$ cat src/rtl/usr_pkg.sv
// ---------------------------------------------------------------------------
// usr_pkg
// Shared definitions for the universal shift register:
//   - mode_e        : MODE port encoding
//   - burst_state_e : burst controller FSM states
//   - DIR_RIGHT/LEFT: burst direction encoding (BDIR port)
//   - dp_op_e       : internal datapath operation selected per edge
// ---------------------------------------------------------------------------
package usr_pkg;

    // Operation select on the MODE port (applied only while idle, START=0)
    typedef enum logic [2:0] {
        MODE_HOLD  = 3'b000,
        MODE_SHR   = 3'b001,
        MODE_SHL   = 3'b010,
        MODE_LOAD  = 3'b011,
        MODE_ROTR  = 3'b100,
        MODE_ROTL  = 3'b101,
        MODE_RSVD  = 3'b110,
        MODE_CLEAR = 3'b111
    } mode_e;

    // Burst controller states
    typedef enum logic {
        ST_IDLE  = 1'b0,
        ST_SHIFT = 1'b1
    } burst_state_e;

    // Burst direction, as presented on BDIR
    localparam logic DIR_RIGHT = 1'b0;
    localparam logic DIR_LEFT  = 1'b1;

    // Datapath operation after MODE / burst arbitration. Rotates are
    // expressed as shifts whose fill bit is taken from the opposite end.
    typedef enum logic [2:0] {
        OP_HOLD = 3'd0,
        OP_SHR  = 3'd1,
        OP_SHL  = 3'd2,
        OP_LOAD = 3'd3,
        OP_ZERO = 3'd4
    } dp_op_e;

endpackage : usr_pkg

$ cat src/rtl/usr_burst_ctrl.sv
// ---------------------------------------------------------------------------
// usr_burst_ctrl
// Burst sequencer for univ_shift_reg. Holds the IDLE/SHIFT FSM, the burst
// down-counter and the latched direction, and produces registered BUSY and
// DONE. Tells the datapath when a burst shift happens and when MODE applies.
//
// Ports:
//   clk_i        in   clock, rising edge
//   clr_i        in   synchronous active-high clear
//   start_i      in   burst request, sampled while idle
//   bdir_i       in   burst direction (DIR_RIGHT / DIR_LEFT)
//   cnt_i        in   number of burst shifts
//   shift_en_o   out  a burst shift occurs at the coming edge
//   shift_dir_o  out  direction of that shift
//   mode_en_o    out  MODE is honoured at the coming edge
//   busy_o       out  burst in progress (registered)
//   done_o       out  one-cycle completion pulse (registered)
// ---------------------------------------------------------------------------
module usr_burst_ctrl
    import usr_pkg::*;
#(
    parameter int CNT_W = 4
) (
    input  logic             clk_i,
    input  logic             clr_i,
    input  logic             start_i,
    input  logic             bdir_i,
    input  logic [CNT_W-1:0] cnt_i,
    output logic             shift_en_o,
    output logic             shift_dir_o,
    output logic             mode_en_o,
    output logic             busy_o,
    output logic             done_o
);

    burst_state_e     state_q;
    logic [CNT_W-1:0] cnt_q;
    logic             dir_q;
    logic             busy_q;
    logic             done_q;

    // cnt_q holds the number of shifts still to perform, including the one
    // at the coming edge; the edge that sees 1 is the last shift.
    always_ff @(posedge clk_i) begin
        if (clr_i) begin
            state_q <= ST_IDLE;
            cnt_q   <= '0;
            dir_q   <= DIR_RIGHT;
            busy_q  <= 1'b0;
            done_q  <= 1'b0;
        end else begin
            unique case (state_q)
                ST_IDLE: begin
                    done_q <= 1'b0;
                    if (start_i) begin
                        if (cnt_i != '0) begin
                            state_q <= ST_SHIFT;
                            cnt_q   <= cnt_i;
                            dir_q   <= bdir_i;
                            busy_q  <= 1'b1;
                        end else begin
                            // Zero-length burst completes immediately
                            done_q <= 1'b1;
                        end
                    end
                end
                ST_SHIFT: begin
                    if (cnt_q == CNT_W'(1)) begin
                        state_q <= ST_IDLE;
                        cnt_q   <= '0;
                        busy_q  <= 1'b0;
                        done_q  <= 1'b1;
                    end else begin
                        cnt_q <= cnt_q - CNT_W'(1);
                    end
                end
                default: begin
                    state_q <= ST_IDLE;
                    busy_q  <= 1'b0;
                    done_q  <= 1'b0;
                end
            endcase
        end
    end

    assign shift_en_o  = (state_q == ST_SHIFT);
    assign shift_dir_o = dir_q;
    // A START seen while idle freezes Q for that edge, whatever MODE says
    assign mode_en_o   = (state_q == ST_IDLE) && !start_i;
    assign busy_o      = busy_q;
    assign done_o      = done_q;

endmodule : usr_burst_ctrl

$ cat src/rtl/univ_shift_reg.sv
// ---------------------------------------------------------------------------
// univ_shift_reg
// Universal shift register with hold / shift / load / rotate / clear modes
// and an automatic N-shift burst sequencer.
//
// Parameters:
//   WIDTH  register width (>= 2)
//   CNT_W  width of the burst count
//
// Ports:
//   CLK    in   clock, rising edge
//   CLR    in   synchronous active-high clear (highest priority)
//   MODE   in   operation select (usr_pkg::mode_e)
//   LIN    in   serial fill for left shifts (enters at Q[WIDTH-1])
//   RIN    in   serial fill for right shifts (enters at Q[0])
//   D      in   parallel load data
//   START  in   burst request, sampled while idle
//   BDIR   in   burst direction, 0 = right, 1 = left
//   CNT    in   number of burst shifts
//   Q      out  register contents, Q[0] is the QA end
//   SOR    out  Q[WIDTH-1]
//   SOL    out  Q[0]
//   BUSY   out  burst in progress
//   DONE   out  one-cycle burst completion pulse
// ---------------------------------------------------------------------------
module univ_shift_reg
    import usr_pkg::*;
#(
    parameter int WIDTH = 8,
    parameter int CNT_W = 4
) (
    input  logic             CLK,
    input  logic             CLR,
    input  logic [2:0]       MODE,
    input  logic             LIN,
    input  logic             RIN,
    input  logic [WIDTH-1:0] D,
    input  logic             START,
    input  logic             BDIR,
    input  logic [CNT_W-1:0] CNT,
    output logic [WIDTH-1:0] Q,
    output logic             SOR,
    output logic             SOL,
    output logic             BUSY,
    output logic             DONE
);

    logic             shift_en;
    logic             shift_dir;
    logic             mode_en;

    logic [WIDTH-1:0] q_q;
    logic [WIDTH-1:0] q_d;

    dp_op_e           op;
    logic             rfill;
    logic             lfill;
    logic [WIDTH-1:0] shr_vec;
    logic [WIDTH-1:0] shl_vec;

    // -----------------------------------------------------------------------
    // Burst sequencer
    // -----------------------------------------------------------------------
    usr_burst_ctrl #(
        .CNT_W (CNT_W)
    ) u_burst_ctrl (
        .clk_i       (CLK),
        .clr_i       (CLR),
        .start_i     (START),
        .bdir_i      (BDIR),
        .cnt_i       (CNT),
        .shift_en_o  (shift_en),
        .shift_dir_o (shift_dir),
        .mode_en_o   (mode_en),
        .busy_o      (BUSY),
        .done_o      (DONE)
    );

    // -----------------------------------------------------------------------
    // Operation select: burst shifts override MODE; MODE applies only when
    // the sequencer allows it. Rotates reuse the shift paths with the fill
    // bit taken from the opposite end of the register.
    // -----------------------------------------------------------------------
    always_comb begin
        op    = OP_HOLD;
        rfill = RIN;
        lfill = LIN;
        if (shift_en) begin
            op = (shift_dir == DIR_LEFT) ? OP_SHL : OP_SHR;
        end else if (mode_en) begin
            unique case (mode_e'(MODE))
                MODE_HOLD:  op = OP_HOLD;
                MODE_SHR:   op = OP_SHR;
                MODE_SHL:   op = OP_SHL;
                MODE_LOAD:  op = OP_LOAD;
                MODE_ROTR: begin
                    op    = OP_SHR;
                    rfill = q_q[WIDTH-1];
                end
                MODE_ROTL: begin
                    op    = OP_SHL;
                    lfill = q_q[0];
                end
                MODE_RSVD:  op = OP_HOLD;
                MODE_CLEAR: op = OP_ZERO;
                default:    op = OP_HOLD;
            endcase
        end
    end

    // Shifted candidates: "right" moves bits toward higher indices
    assign shr_vec = {q_q[WIDTH-2:0], rfill};
    assign shl_vec = {lfill, q_q[WIDTH-1:1]};

    // -----------------------------------------------------------------------
    // Per-bit next-state mux
    // -----------------------------------------------------------------------
    always_comb begin
        q_d = q_q;
        for (int unsigned i = 0; i < WIDTH; i++) begin
            unique case (op)
                OP_HOLD: q_d[i] = q_q[i];
                OP_SHR:  q_d[i] = shr_vec[i];
                OP_SHL:  q_d[i] = shl_vec[i];
                OP_LOAD: q_d[i] = D[i];
                OP_ZERO: q_d[i] = 1'b0;
                default: q_d[i] = q_q[i];
            endcase
        end
    end

    always_ff @(posedge CLK) begin
        if (CLR) begin
            q_q <= '0;
        end else begin
            q_q <= q_d;
        end
    end

    assign Q   = q_q;
    assign SOR = q_q[WIDTH-1];
    assign SOL = q_q[0];

endmodule : univ_shift_reg

$ cat config.mk
export PLATFORM = sky130hd
export DESIGN_NAME = univ_shift_reg
export DESIGN_NICKNAME = d
export VERILOG_FILES = /design/src/rtl/usr_pkg.sv /design/src/rtl/usr_burst_ctrl.sv /design/src/rtl/univ_shift_reg.sv
export SDC_FILE = /design/constraint.sdc
export NUM_CORES = 1
export LEC_CHECK = 0
export CAP_MARGIN = 10
export CORE_ASPECT_RATIO = 0.6
export CORE_MARGIN = 3
export CORE_UTILIZATION = 45
export DETAILED_ROUTE_END_ITERATION = 8
export PLACE_DENSITY_LB_ADDON = 0.15
export SYNTH_ARGS = -nofsm -noshare
export SYNTH_HDL_FRONTEND = slang
export SYNTH_SLANG_ARGS = --single-unit
$ cat constraint.sdc
create_clock -name CLK -period 1.9 [get_ports CLK]
set_input_delay 0.38 -clock CLK [delete_from_list [all_inputs] [get_ports CLK]]
set_output_delay 0.38 -clock CLK [all_outputs]
set_load 0.01 [all_outputs]
After elaboration in Yosys (flattened, before gate mapping)
Cells that the tools add are included.
- register bits after elaboration: 16
- logic and storage cells: 68
- $add $sub $neg: 1
- equality and inequality tests: 15
- reductions and logical operators: 11
- bitwise gates (word level): 1
- muxes and demuxes: 34
- operator list (cell ; count):
    1-bit one-hot mux with 4 select lines ; 8
    3-bit equality test, second input constant ; 5
    1-bit 2-to-1 mux ; 15
    3-bit one-hot mux with 5 select lines ; 1
    3-bit by 2-bit equality test with 1-bit output, second input constant ; 4
    4-bit 2-to-1 mux ; 3
    4-bit one-hot mux with 2 select lines ; 1
    4-bit nonzero test ; 2
    3-bit by 1-bit equality test with 1-bit output, second input constant ; 2
    3-bit 2-to-1 mux ; 2
    1-bit one-hot mux with 2 select lines ; 3
    3-bit AND reduction ; 2
    2-bit OR reduction ; 3
    4-bit by 1-bit equality test with 1-bit output, second input constant ; 1
    2-bit != test, second input constant ; 2
    4-bit by 1-bit subtractor with 4-bit output, second input constant ; 1
    3-bit zero test ; 1
    2-bit 2-to-1 mux ; 1
    2-bit by 1-bit != test with 1-bit output, second input constant ; 1
    2-bit AND reduction ; 1
    1-bit logical AND ; 1
    1-bit zero test ; 1
    1-bit NOT ; 1

Longest topological paths before layout
- depth in word-level cells: 7
- depth in mapped cells: 5

Hierarchy
Synthesis repeated with hierarchy kept, for this count alone.
- cells, all modules: 117
- area, all modules: 1054.8 µm²
- by module, submodules not included (module ; times used ; cells an instance ; area each (µm²) ; seq. area each (µm²)):
    univ_shift_reg ; 1 ; 69 ; 598.1 ; 160.2
    usr_burst_ctrl ; 1 ; 48 ; 456.7 ; 160.2

Worst setup path after synthesis
Ideal clock, no wire load.
- path type: input to register
- start: input port MODE[0]
- end: register q_q[6], in the netlist Q[6]
- stages: 5
- setup slack: 0.413 ns
- arrival time: 1.401 ns
- data required time: 1.814 ns
- cells stage by stage: buf_6 or3b_4 a21boi_4 o21ai_0 a211oi_1
- word-level cells in the longest chain between the ends: 7
- elaborated cells on any way between the ends: 20
- RTL lines (what ; RTL line ; source):
    start, declared ; univ_shift_reg.sv:34 ; input logic [2:0] MODE,
    3-bit equality test, or another cell as far along ; univ_shift_reg.sv:91 ; unique case (mode_e'(MODE))
    2-bit OR reduction (no source line) ; - ;
    3-bit one-hot mux with 5 select lines (*) ; univ_shift_reg.sv:91 ;
    3-bit 2-to-1 mux (*) ; univ_shift_reg.sv:90 ; end else if (mode_en) begin
    3-bit 2-to-1 mux (*) ; univ_shift_reg.sv:88 ; if (shift_en) begin
    3-bit equality test, or another cell as far along ; univ_shift_reg.sv:121 ; unique case (op)
    1-bit one-hot mux with 4 select lines or 4-bit nonzero test (tied branches) ; - ;
    end signal, assigned ; univ_shift_reg.sv:136 ; q_q <= q_d;
    end, declared ; univ_shift_reg.sv:52 ; logic [WIDTH-1:0] q_q;
Every way passes the cells marked *; elsewhere a longest branch is shown, timed or not.
A chain may end at the register's enable or synchronous reset.

Worst setup path in the final report
- start: input port MODE[1]
- end: register q_q[2], in the netlist Q[2]
The elaborated chain is that of the path after synthesis.

==> impl_metrics.tcl <==
set metrics [dict create \
    drt_iter0_markers 51 \
    grt_util_all_layers 0.221 \
    cpPeakStageDelay_ns 0.52 \
    dp_hpwl_um 2190 \
    cp.buffers_inverters 1 \
    worstPathRequired_ns 2.06 \
    dr_total_vias 1077 \
    r2r_cells 4 \
    drv_slew 0 \
    cp_top_family "compound AO/OA/AOI/OAI gates" \
    area_delta_synth_final_pct 41.5 \
    drive_gt1_frac 0.170 \
    rsz0062_at_grt "true" \
    maxSlewHeadroom 0.568 \
    clock-sinks 16 \
    worst_pin_slew_ns 0.646 \
    grt_start_max_net_pins 17 \
    hold_ws_ns 0.488 \
    netlist_area_um2 1030 \
    fmax_mhz 553 \
    netlist_instances 115 \
    cts_max_path_buffers 2 \
    final_antenna_net_count 0 \
    numCtsBuffers 3 \
    ios 33 \
    die_area_um2 2910 \
    peakVddDrop_uv 476 \
    setup_violations 0 \
    powerDensity_nw_per_um2 723 \
    fin_util 0.728 \
    met2_length_um 1290 \
    power.leakage_uw 0.000557 \
    synth_top_cell_area_share 0.312 \
    fin_crit_ns 1.81 \
    ys.warnings.count 0 \
    cp_max_fo 9 \
    core-area_um2 2000 \
    r2r_start "u_burst_ctrl.shift_en_o$_SDFF_PP0_" \
    clock_tree.root_cell "clkbuf_8" \
    synth-async-reset-ratio 0 \
    port_buffers 32 \
    setup.worst_path.start_class "input pin" \
    fin_crit_sh 0.951 \
    fin_ws_ns 0.0925 \
    grt_pass1_vias 964 \
    cap_viol_max_count 0 \
    worst_hold_path.endpoint "u_burst_ctrl.shift_dir_o$_SDFFE_PP0P_" \
    cts.htree.levels 1 \
    hold_path.class "reg -> reg" \
    yosys_register_bits 16 \
    finalWeightedCongestion 0.788 \
    syn_avg_cell_area_um2 8.93 \
    cts_tree "done" \
    holdPathStages 2 \
    min_from "u_burst_ctrl.shift_dir_o$_SDFFE_PP0P_" \
    seq_area_frac_synth 0.312 \
    die_w_um 67.7 \
    postCtsHoldBufs 0 \
    synth_nets 138 \
    cts_resized 0 \
    grt_pass1_wl_um 4730 \
    antenna_found_initial 0 \
    skew_ns 0.00550 \
    synth_edf_count 0 \
    chipHeight_um 43.0 \
    r2r_slack_ns 0.28 \
    outcome "completed" \
    yosysTopAreaCell "dfxtp_1" \
    arrival_ns 1.96 \
    clk_latency_ns 0.26 \
    routed_wl_um 2940 \
    synthTopCellsByArea "dfxtp_1 (31%), a221oi_1 (6.0%), a211oi_1 (5.8%), o41ai_4 (5.4%), nor2_1 (5.1%)" \
    grt_overflow_total 0 \
    drc 0 \
    hold_viol_final 0 \
    clk_pin_slew_ns 0.07 \
    r2r-end "Q[1]$_SDFFE_PP0P_" \
    top_layer_used "met4" \
    slowest_stage "clkdlybuf4s50_1" \
    rows 12 \
    p_total_uw 1050 \
    path_class "in -> reg" \
    ys_types 43 \
    ys.flop_type "dfxtp_1" \
    drt-met1-wl_um 1350 \
    start_util 0.514 \
    viasPerCell 5.95 \
    worstSetupEndpointType "register" \
    n_antenna_cell 0 \
    cts_setup_buffers 0 \
    dpl_worst_slack_ns -0.215 \
    routedWlPerCell_um 16.2 \
    met3_length_um 266 \
    path_cells "clkdlybuf4s50_1 -> and2b_4 -> o41a_1 -> a311oi_1" \
    nNetsFinal 177 \
    first_pass_iters 4 \
]
-- sequential cells by signal (all words and copies together) (netlist names) --
signal,flops
u_burst_ctrl.cnt_q,4
u_burst_ctrl.shift_dir_o,1
u_burst_ctrl.shift_en_o,1
u_burst_ctrl.busy_o,1
Q,8
u_burst_ctrl.done_o,1
-- cells by family after synthesis --
| family | count (synthesis) | synth area share |
|---|---|---|
| xor+xnor | 1 | 0.00853 |
| mux | 2 | 0.0207 |
| compound gates | 45 | 0.358 |
| flops | 16 | 0.312 |
| buf+inv | 16 | 0.0926 |
| simple gates | 33 | 0.184 |
| fa+ha+maj | 2 | 0.0244 |
-- layer usage --
layer / vias to the layer above / global-route usage
li1: 507 / -
met1: 517 / 0.326
met2: 49 / 0.300
met3: 4 / 0.0688
met4: 0 / 0.0645
met5: - / 0
-- how the worst max path moves through the flow --
stage	from	end	slack (ns)	cells after the start
floorplan	MODE[0]	Q[6]$_SDFFE_PP0P_	0.41	5
global placement	MODE[2]	Q[7]$_SDFFE_PP0P_	-0.12	5
detailed placement	MODE[2]	Q[2]$_SDFFE_PP0P_	-0.22	4
global route	MODE[1]	Q[5]$_SDFFE_PP0P_	-0.004	5
CTS	MODE[1]	Q[5]$_SDFFE_PP0P_	0.06	5
finish	MODE[1]	Q[2]$_SDFFE_PP0P_	0.09	4
-- layout by cell type, fill, tap and decap left out, drive strengths merged, types with 3 or more instances in the layout --
master         netlist  routed
buf                  6      11
clkbuf               2       4
dfxtp               16      16
nor2                15      15
inv                  7       7
a21oi                6       6
clkdlybuf4s50        0      31
a211oi               8       8
o21ai               10      10
a31oi                3       3
a221oi               7       7
-- power breakdown --
group          switching (µW)  internal, µW
registers                41.7           372
logic                     147           181
clock network             125           184
total                     314           738
-- stage by stage --
| stage | cells | setup TNS [ns] | instance area [µm²] |
|---|---|---|---|
| final | 181 | 0 | 1450 |
| after global routing | 181 | -0.00411 | 1450 |
| after CTS | 181 | 0 | 1450 |
| after detailed placement | 177 | -1.42 | 1400 |
| after global placement | 177 | -0.714 | 1400 |
| after floorplan | 115 | 0 | 1030 |
-- cells in the mapped netlist, types with 2 or more instances --
cell type  instances
dfxtp_1           16
nor2_1            14
o21ai_0            9
a211oi_1           8
a221oi_1           7
inv_1              7
a21oi_1            5
buf_4              5
a31oi_1            3
a311oi_1           2
ha_1               2
nand2_1            2
nor2b_1            2
nor3_1             2
o22a_1             2
o41ai_4            2
-- worst min-delay path, stage by stage (launching register included) --
cell and delay, ns:
dfxtp_1 0.31, o21ai_0 0.07, a21oi_1 0.06
-- area by class of cell --
| type | count | area [µm²] |
|---|---|---|
| well taps | 28 | 35.0 |
| inverters | 7 | 26.3 |
| flip-flops and latches | 16 | 320 |
| clock buffers | 4 | 55.1 |
| repair buffers | 43 | 405 |
| multi-input cells | 83 | 612 |
| fillers | 166 | 543 |
Note: power is estimated with default switching activity, not from simulation.
